$ cat config.mk
export PLATFORM = sky130hd
export DESIGN_NAME = id_ex_stage
export DESIGN_NICKNAME = d
export VERILOG_FILES = /design/src/rtl/alu_pkg.sv /design/src/rtl/fwd_sel.sv /design/src/rtl/id_ex_stage.sv
export SDC_FILE = /design/constraint.sdc
export NUM_CORES = 1
export LEC_CHECK = 0
export BUFFER_PORTS_ARGS = -buffer_cell sky130_fd_sc_hd__buf_4
export CAP_MARGIN = 0
export CORE_ASPECT_RATIO = 1.2
export CORE_MARGIN = 2
export CORE_UTILIZATION = 55
export CTS_CLUSTER_SIZE = 8
export DETAILED_ROUTE_END_ITERATION = 8
export PLACE_DENSITY = 0.86
export SLEW_MARGIN = 25
export SYNTH_ARGS = -nofsm -noshare
export SYNTH_HDL_FRONTEND = slang
export SYNTH_SLANG_ARGS = --single-unit
$ cat constraint.sdc
create_clock -name clk -period 7.5 [get_ports clk]
set_clock_uncertainty 0.1 [all_clocks]
set_input_delay 0.375 -clock clk [delete_from_list [all_inputs] [get_ports clk]]
set_output_delay 0.375 -clock clk [all_outputs]
set_load 0.05 [all_outputs]
$ cat src/rtl/alu_pkg.sv
// Shared types for the decode -> ALU boundary: ALU op codes, default widths,
// and the field bundle held in the ID/EX pipeline register.
package alu_pkg;

  localparam int XLEN_DEF   = 32;
  localparam int REG_AW_DEF = 5;

  typedef enum logic [3:0] {
    ALU_AND = 4'b0000,
    ALU_OR  = 4'b0001,
    ALU_ADD = 4'b0010,
    ALU_SUB = 4'b0110,
    ALU_SLT = 4'b0111,
    ALU_NOR = 4'b1100
  } alu_op_e;

  // alu_sel stays a raw 4-bit field so undefined codes reach the ALU untouched
  typedef struct packed {
    logic [REG_AW_DEF-1:0] rs1_addr;
    logic [REG_AW_DEF-1:0] rs2_addr;
    logic [XLEN_DEF-1:0]   rs1_data;
    logic [XLEN_DEF-1:0]   rs2_data;
    logic [XLEN_DEF-1:0]   imm;
    logic                  use_imm;
    logic [3:0]            alu_sel;
    logic [REG_AW_DEF-1:0] rd;
    logic                  reg_write;
  } id_ex_t;

  // Register-file write/read collision: take the value being written this cycle
  function automatic logic [XLEN_DEF-1:0] wb_bypass(
    input logic [REG_AW_DEF-1:0] rs_addr,
    input logic [XLEN_DEF-1:0]   rf_data,
    input logic                  wb_en,
    input logic [REG_AW_DEF-1:0] wb_rd,
    input logic [XLEN_DEF-1:0]   wb_data
  );
    if (wb_en && (wb_rd == rs_addr) && (rs_addr != '0)) return wb_data;
    return rf_data;
  endfunction

endpackage

$ cat src/rtl/fwd_sel.sv
// Operand forwarding mux: EX/MEM beats MEM/WB beats stored value; x0 never forwarded.
// Latency: purely combinational. Backpressure: none.
module fwd_sel #(
  parameter int XLEN   = 32,
  parameter int REG_AW = 5
) (
  input  logic [REG_AW-1:0] rs_addr,
  input  logic [XLEN-1:0]   st_data,
  input  logic              exm_en,
  input  logic [REG_AW-1:0] exm_rd,
  input  logic [XLEN-1:0]   exm_result,
  input  logic              wb_en,
  input  logic [REG_AW-1:0] wb_rd,
  input  logic [XLEN-1:0]   wb_data,
  output logic [XLEN-1:0]   operand
);

  always_comb begin
    operand = st_data;
    if (rs_addr != '0) begin
      if (exm_en && (exm_rd == rs_addr))    operand = exm_result;
      else if (wb_en && (wb_rd == rs_addr)) operand = wb_data;
    end
  end

endmodule

$ cat src/rtl/id_ex_stage.sv
// ID/EX pipeline register feeding the ALU, with operand forwarding and stall counting.
// Latency: 1 cycle capture. Backpressure: in_ready = !out_valid | out_ready; held data refreshed from forwarding.
module id_ex_stage
  import alu_pkg::*;
#(
  parameter int XLEN   = XLEN_DEF,
  parameter int REG_AW = REG_AW_DEF,
  parameter int CNT_W  = 16
) (
  input  logic              clk,
  input  logic              rst,
  input  logic              in_valid,
  output logic              in_ready,
  input  logic [REG_AW-1:0] in_rs1_addr,
  input  logic [REG_AW-1:0] in_rs2_addr,
  input  logic [XLEN-1:0]   in_rs1_data,
  input  logic [XLEN-1:0]   in_rs2_data,
  input  logic [XLEN-1:0]   in_imm,
  input  logic              in_use_imm,
  input  logic [3:0]        in_alu_sel,
  input  logic [REG_AW-1:0] in_rd,
  input  logic              in_reg_write,
  input  logic              flush,
  input  logic              exm_valid,
  input  logic              exm_reg_write,
  input  logic [REG_AW-1:0] exm_rd,
  input  logic [XLEN-1:0]   exm_result,
  input  logic              wb_valid,
  input  logic              wb_reg_write,
  input  logic [REG_AW-1:0] wb_rd,
  input  logic [XLEN-1:0]   wb_data,
  output logic              out_valid,
  input  logic              out_ready,
  output logic [XLEN-1:0]   A,
  output logic [XLEN-1:0]   B,
  output logic [3:0]        ALU_Sel,
  output logic [REG_AW-1:0] out_rd,
  output logic              out_reg_write,
  output logic [CNT_W-1:0]  stall_cnt
);

  id_ex_t           st_q, st_d;
  logic             vld_q, vld_d;
  logic [CNT_W-1:0] cnt_q, cnt_d;
  logic [XLEN-1:0]  fwd1, fwd2;
  logic             exm_en, wb_en, capture, hold;

  assign exm_en  = exm_valid & exm_reg_write;
  assign wb_en   = wb_valid & wb_reg_write;
  assign in_ready = ~vld_q | out_ready;
  assign capture = in_valid & in_ready & ~flush;
  assign hold    = vld_q & ~out_ready;

  fwd_sel #(.XLEN(XLEN), .REG_AW(REG_AW)) u_fwd_rs1 (
    .rs_addr(st_q.rs1_addr), .st_data(st_q.rs1_data),
    .exm_en(exm_en), .exm_rd(exm_rd), .exm_result(exm_result),
    .wb_en(wb_en), .wb_rd(wb_rd), .wb_data(wb_data),
    .operand(fwd1)
  );

  fwd_sel #(.XLEN(XLEN), .REG_AW(REG_AW)) u_fwd_rs2 (
    .rs_addr(st_q.rs2_addr), .st_data(st_q.rs2_data),
    .exm_en(exm_en), .exm_rd(exm_rd), .exm_result(exm_result),
    .wb_en(wb_en), .wb_rd(wb_rd), .wb_data(wb_data),
    .operand(fwd2)
  );

  always_comb begin
    st_d  = st_q;
    vld_d = vld_q;
    cnt_d = cnt_q;
    if (hold && (cnt_q != '1)) cnt_d = cnt_q + 1'b1;

    if (flush) begin
      vld_d        = 1'b0;
      st_d.reg_write = 1'b0;
    end else if (capture) begin
      vld_d         = 1'b1;
      st_d.rs1_addr = in_rs1_addr;
      st_d.rs2_addr = in_rs2_addr;
      st_d.rs1_data = wb_bypass(in_rs1_addr, in_rs1_data, wb_en, wb_rd, wb_data);
      st_d.rs2_data = wb_bypass(in_rs2_addr, in_rs2_data, wb_en, wb_rd, wb_data);
      st_d.imm      = in_imm;
      st_d.use_imm  = in_use_imm;
      st_d.alu_sel  = in_alu_sel;
      st_d.rd       = in_rd;
      st_d.reg_write = in_reg_write;
    end else if (hold) begin
      // Latch forwarded values so they survive the producer leaving the pipe
      st_d.rs1_data = fwd1;
      st_d.rs2_data = fwd2;
    end else if (vld_q) begin
      vld_d = 1'b0;
    end
  end

  always_ff @(posedge clk or posedge rst) begin
    if (rst) begin
      st_q  <= '0;
      vld_q <= 1'b0;
      cnt_q <= '0;
    end else begin
      st_q  <= st_d;
      vld_q <= vld_d;
      cnt_q <= cnt_d;
    end
  end

  assign out_valid     = vld_q;
  assign A             = vld_q ? fwd1 : '0;
  assign B             = vld_q ? (st_q.use_imm ? st_q.imm : fwd2) : '0;
  assign ALU_Sel       = st_q.alu_sel;
  assign out_rd        = st_q.rd;
  assign out_reg_write = st_q.reg_write;
  assign stall_cnt     = cnt_q;

endmodule

# [After elaboration in Yosys (flattened, before gate mapping)]
# Cells that the tools add are included.
[totals] input_bits=200 elab_cells=72 out_inout_bits=92 register_bits=134
[classes] n_addsub=1 n_eq_ne=8 muxes=26 bitwise_logic=9 reduce_logical=17
[op_table] op="32-bit 2-to-1 mux" n=13
[op_table] op="64-bit 2-to-1 mux" n=2
[op_table] op="5-bit == test" n=6
[op_table] op="5-bit nonzero test" n=4
[op_table] op="16-bit by 1-bit adder with 16-bit output (second input constant)" n=1
[op_table] op="16-bit inequality test (second input constant)" n=1
[op_table] op="1-bit 2-to-1 mux" n=11
[op_table] op="1-bit logical AND" n=9
[op_table] op="1-bit bitwise AND" n=5
[op_table] op="2-bit AND reduction" n=2
[op_table] op="2-bit nonzero test" n=2
[op_table] op="3-bit inequality test (second input constant)" n=1
[op_table] op="1-bit inverter" n=3
[op_table] op="1-bit OR" n=1

# [Depth between registers and ports, before layout]
[depth] depth_word=8 depth_mapped=9 depth_no_buf=7

# [Modules after synthesis]
# A second synthesis with hierarchy kept.
[hier_totals] hier_cells=933 hier_area_um2=9673.0
[modules_own_cells] module="id_ex_stage" area_per_inst_um2=7828.8 cells_per_inst=737 n_inst=1
[modules_own_cells] module="fwd_sel" area_per_inst_um2=922.1 cells_per_inst=98 n_inst=2

# [Least setup slack after synthesis]
# No wires, ideal clock.
[synth_path] kind="reg-to-output" startpoint="register st_q[116] (netlist bit)" endpoint="output A[2]" path_buffers=1 stages_incl_launch_ff=8 arrival_ns=2.526 slack_ns=4.499 path_cell_list="dfrtp_1 xor2_1 nor4_1 nand4_1 a21oi_2 clkbuf_1 o21ai_0 a21oi_1"
[synth_between] elab_chain_len=6 elab_cells_between_ends=9 classes_between="2 x eq/ne; 4 x mux; 3 x reduce/logical"
[synth_rtl] item="start, declared" line_no="id_ex_stage.sv:42" text="id_ex_t st_q, st_d;"
[synth_rtl] item="start signal, assigned" line_no="id_ex_stage.sv:103" text="st_q <= st_d;"
[synth_rtl] item="5-bit == test" line_no="fwd_sel.sv:22" text="else if (wb_en && (wb_rd == rs_addr)) operand = wb_data;"
[synth_rtl] item="1-bit logical AND" line_no="fwd_sel.sv:22"
[synth_rtl] item="32-bit 2-to-1 mux" line_no="fwd_sel.sv:22"
[synth_rtl] item="32-bit 2-to-1 mux" line_no="fwd_sel.sv:21" text="if (exm_en && (exm_rd == rs_addr)) operand = exm_result;"
[synth_rtl] item="32-bit 2-to-1 mux *" line_no="fwd_sel.sv:20" text="if (rs_addr != '0) begin"
[synth_rtl] item="32-bit 2-to-1 mux *" line_no="id_ex_stage.sv:110" text="assign A = vld_q ? fwd1 : '0;"
[synth_rtl] item="end, declared" line_no="id_ex_stage.sv:34" text="output logic [XLEN-1:0] A,"
# Mark *: on every way between the ends. The rest lies on a longest branch, timed or not.

# [Worst setup path in the final report]
[layout_path] startpoint="register st_q[108] (netlist bit)" endpoint="output B[16]"
[layout_between] elab_chain_len=7 elab_cells_between_ends=10 classes_between="2 x eq/ne; 5 x mux; 3 x reduce/logical"
[layout_rtl] item="5-bit == test" line_no="fwd_sel.sv:22"
[layout_rtl] item="1-bit logical AND" line_no="fwd_sel.sv:22"
[layout_rtl] item="32-bit 2-to-1 mux" line_no="fwd_sel.sv:22"
[layout_rtl] item="32-bit 2-to-1 mux" line_no="fwd_sel.sv:21"
[layout_rtl] item="32-bit 2-to-1 mux *" line_no="fwd_sel.sv:20"
[layout_rtl] item="32-bit 2-to-1 mux * (2 in series)" line_no="id_ex_stage.sv:111" text="assign B = vld_q ? (st_q.use_imm ? st_q.imm : fwd2) : '0;"
[layout_rtl] item="end, declared" line_no="id_ex_stage.sv:35" text="output logic [XLEN-1:0] B,"
# Marks and branches as above.

==> impl_metrics.yaml <==
yosys:
  yosysTopAreaCell: "dfrtp_1"
  synth_fp_nets: 1232
  yosysWarnings: 0
  ys_seq_area_share_pct: 39.4
  ys_seq_elements: 134
  synth-main-ff-cell: "dfrtp_1"
  synth.top_cell.area_share_pct: 39.4
  synth_area_sq_um: 8510
  synth.distinct_cells: 41
  synth_edf_count: 0
  syn_inst: 1031
  ys_top_cells_by_area: "dfrtp_1 (39%), nand2_1 (8.5%), o21ai_0 (4.4%)"
  async_reset_ff_share_pct: 100
  avgSynthCellArea_sq_um: 8.26
sta:
  hold_violations: 0
  period_minus_slack_ns: 4.11
  rsz0062_at_grt: "no"
  max_slew_margin_pct: 32.7
  clock.fmax_mhz: 243
  fin_hold_ws_ns: 0.0383
  finalCritPeriodShare_pct: 54.9
  drv_slew: 0
  fin_tns_setup_ns: 0
  setup_viol: 0
  tightest_slew_ns: 1.01
  setup_slack_ns: 3.39
cts:
  cts_buffers: 17
  clock-sinks: 134
  ctsResizeCount: 0
  cts_tree: "yes"
  cts.reportedPaths.clkPinSlew_ns: 0.06
  clk_latency_ns: 0.42
  cts_root_buf: "clkbuf_16"
  cts_max_level: 4
  clockBufferDepth: 2
grt:
  grt_use_total_pct: 37.4
  first_global_vias: 8820
  grt_max_degree: 92
  grt_pass1_wl_mm: 48.9
  antenna_found_initial: 0
  overflow: 0
pwr:
  ir_worst_vdd_mv: 0.161
  power_leakage_nw: 5.50
  powerDensity_nw_per_um2: 228
final_layout:
  diodes: 0
  fin_nets: 1454
  fin_area_sq_um: 11300
  areaGrowthSynthToFinish_pct: 32.5
  drive_above_1_share_pct: 32.1
placed_design:
  place_ws_ns: 3.99
  io_buffers: 291
  placed_cell_area_sq_um: 10600
  hpwlAfterDp_mm: 22.2
  place_congestion: 0.942
setup_path:
  cp-end-kind: "output port"
  critPathMaxFanout: 33
  r2r_slack_ns: 3.99
  cp_data_arrival_time_ns: 3.64
  cp_data_required_time_ns: 7.03
  path_class: "register to output port"
  cp-start-kind: "register"
routing:
  post_drt_wl_per_cell_um: 21.5
  vias_per_cell: 6.39
  drc: 0
  drt_iter0_drc: 1605
  dr.pass1.iters: 6
  routed_wirelength_mm: 31.6
  vias: 9400
  ant_nets: 0
floorplanning:
  fp.dieW_um: 118
  fp.dieH_um: 140
  initial_core_util_pct: 56.4
  core_sq_um: 15100
  rows: 49
  io_pins: 292
  die_area_sq_um: 16500
min_path:
  hold_path_class: "input port to register"
status:
  outcome: "finished clean"
flow_run:
  maxCapViolations: 0
==> critical path, stage by stage (launching register included) <==
cell and delay, ns:
dfrtp_1 0.44, nor3_2 0.59, nand2_1 0.76, o21ai_4 0.65, a221oi_1 0.31, nor2_1 0.23, buf_4 0.23
==> metrics by stage <==
stage	util (%)	total power [mW]	instances
3_5_place_dp	70.3	1.66	1436
5_1_grt	74.8	2.66	1470
6_report	74.8	2.57	1470
3_3_place_gp	70.3	1.64	1436
2_1_floorplan	-	1.39	1031
4_1_cts	74.6	2.56	1469
==> metal layers <==
metal	share of wire [%]	track usage, %	vias to the layer above
li1	-	-	4167
met1	38	49.2	4403
met2	46	58.2	718
met3	11	8.67	112
met4	4.8	19.0	0
met5	0	0	-
==> state kept, by name, summed over array words and instances (netlist names) <==
register and flops:
st_q 107, stall_cnt 16, out_rd 5, ALU_Sel 4, out_reg_write 1, out_valid 1
==> cell usage in the layout, fill, tap and decap left out, drive strengths merged, types with 31 or more instances in the layout <==
| cell type | n |
|---|---|
| o221a | 32 |
| a21oi | 52 |
| nor2 | 54 |
| nand2 | 193 |
| dfrtp | 134 |
| nor3 | 54 |
| inv | 54 |
| o21ai | 77 |
| buf | 302 |
| nand3 | 31 |
==> final cells by class <==
cell class,instances,area [sq um]
clock buffers,18,439
clock inverters,14,199
fillers,1202,3800
inverters,51,196
multi-input cells,746,4540
flip-flops and latches,134,3360
well taps,204,255
repair buffers,303,2290
==> cells by family (layout without fill, tap and decap cells) <==
| group | after synthesis | count (layout) | synth area share [%] |
|---|---|---|---|
| fa+ha+maj | 1 | 1 | 0.147 |
| compound gates | 315 | 315 | 27.4 |
| buf+inv | 151 | 386 | 7.54 |
| simple gates | 362 | 362 | 18.2 |
| mux | 25 | 25 | 2.95 |
| xor+xnor | 43 | 43 | 4.42 |
| flops | 134 | 134 | 39.4 |
==> synth_stat cells, types with 5 or more instances <==
library cell  count
nor4_1            5
a21o_1           16
nand2_1         193
xor2_1           23
nand3_1          31
o22ai_1          24
o21ai_0          75
nor3_1           53
a21oi_1          51
a31oi_1           8
mux2i_1          24
buf_4            10
a221o_1          24
xnor2_1          20
a31o_2           24
nand4_1          10
buf_1            11
buf_2             6
inv_1            51
o22a_1           16
nor2_1           54
dfrtp_1         134
a221oi_1         24
a222oi_1         16
clkbuf_1         69
o221a_2          32
==> where the power goes <==
group | internal (mW) | switching (mW) | leakage (nW) | total (mW)
combinational | 0.278 | 0.467 | 3.56 | 0.745
sequential | 0.827 | 0.0948 | 1.63 | 0.922
clock | 0.569 | 0.338 | 0.311 | 0.907
==> final timing paths <==
check | cells past startpoint | endpoint | startpoint
max in group asynchronous | 4 | st_q[10] | rst
max reg2reg | 8 | st_q[43] | out_valid
max | 6 | B[16] | st_q[108]
min | 3 | st_q[29] | in_imm[18]
min reg2reg | 2 | st_q[16] | st_q[16]
min in group asynchronous | 3 | stall_cnt[8] | rst
==> what timing repair did <==
action | in CTS | in global routing
hold endpoints to repair | 56 | 0
hold buffers | 1 | 0
setup buffers | 0 | 0
Power figures use the tool's default switching activity.
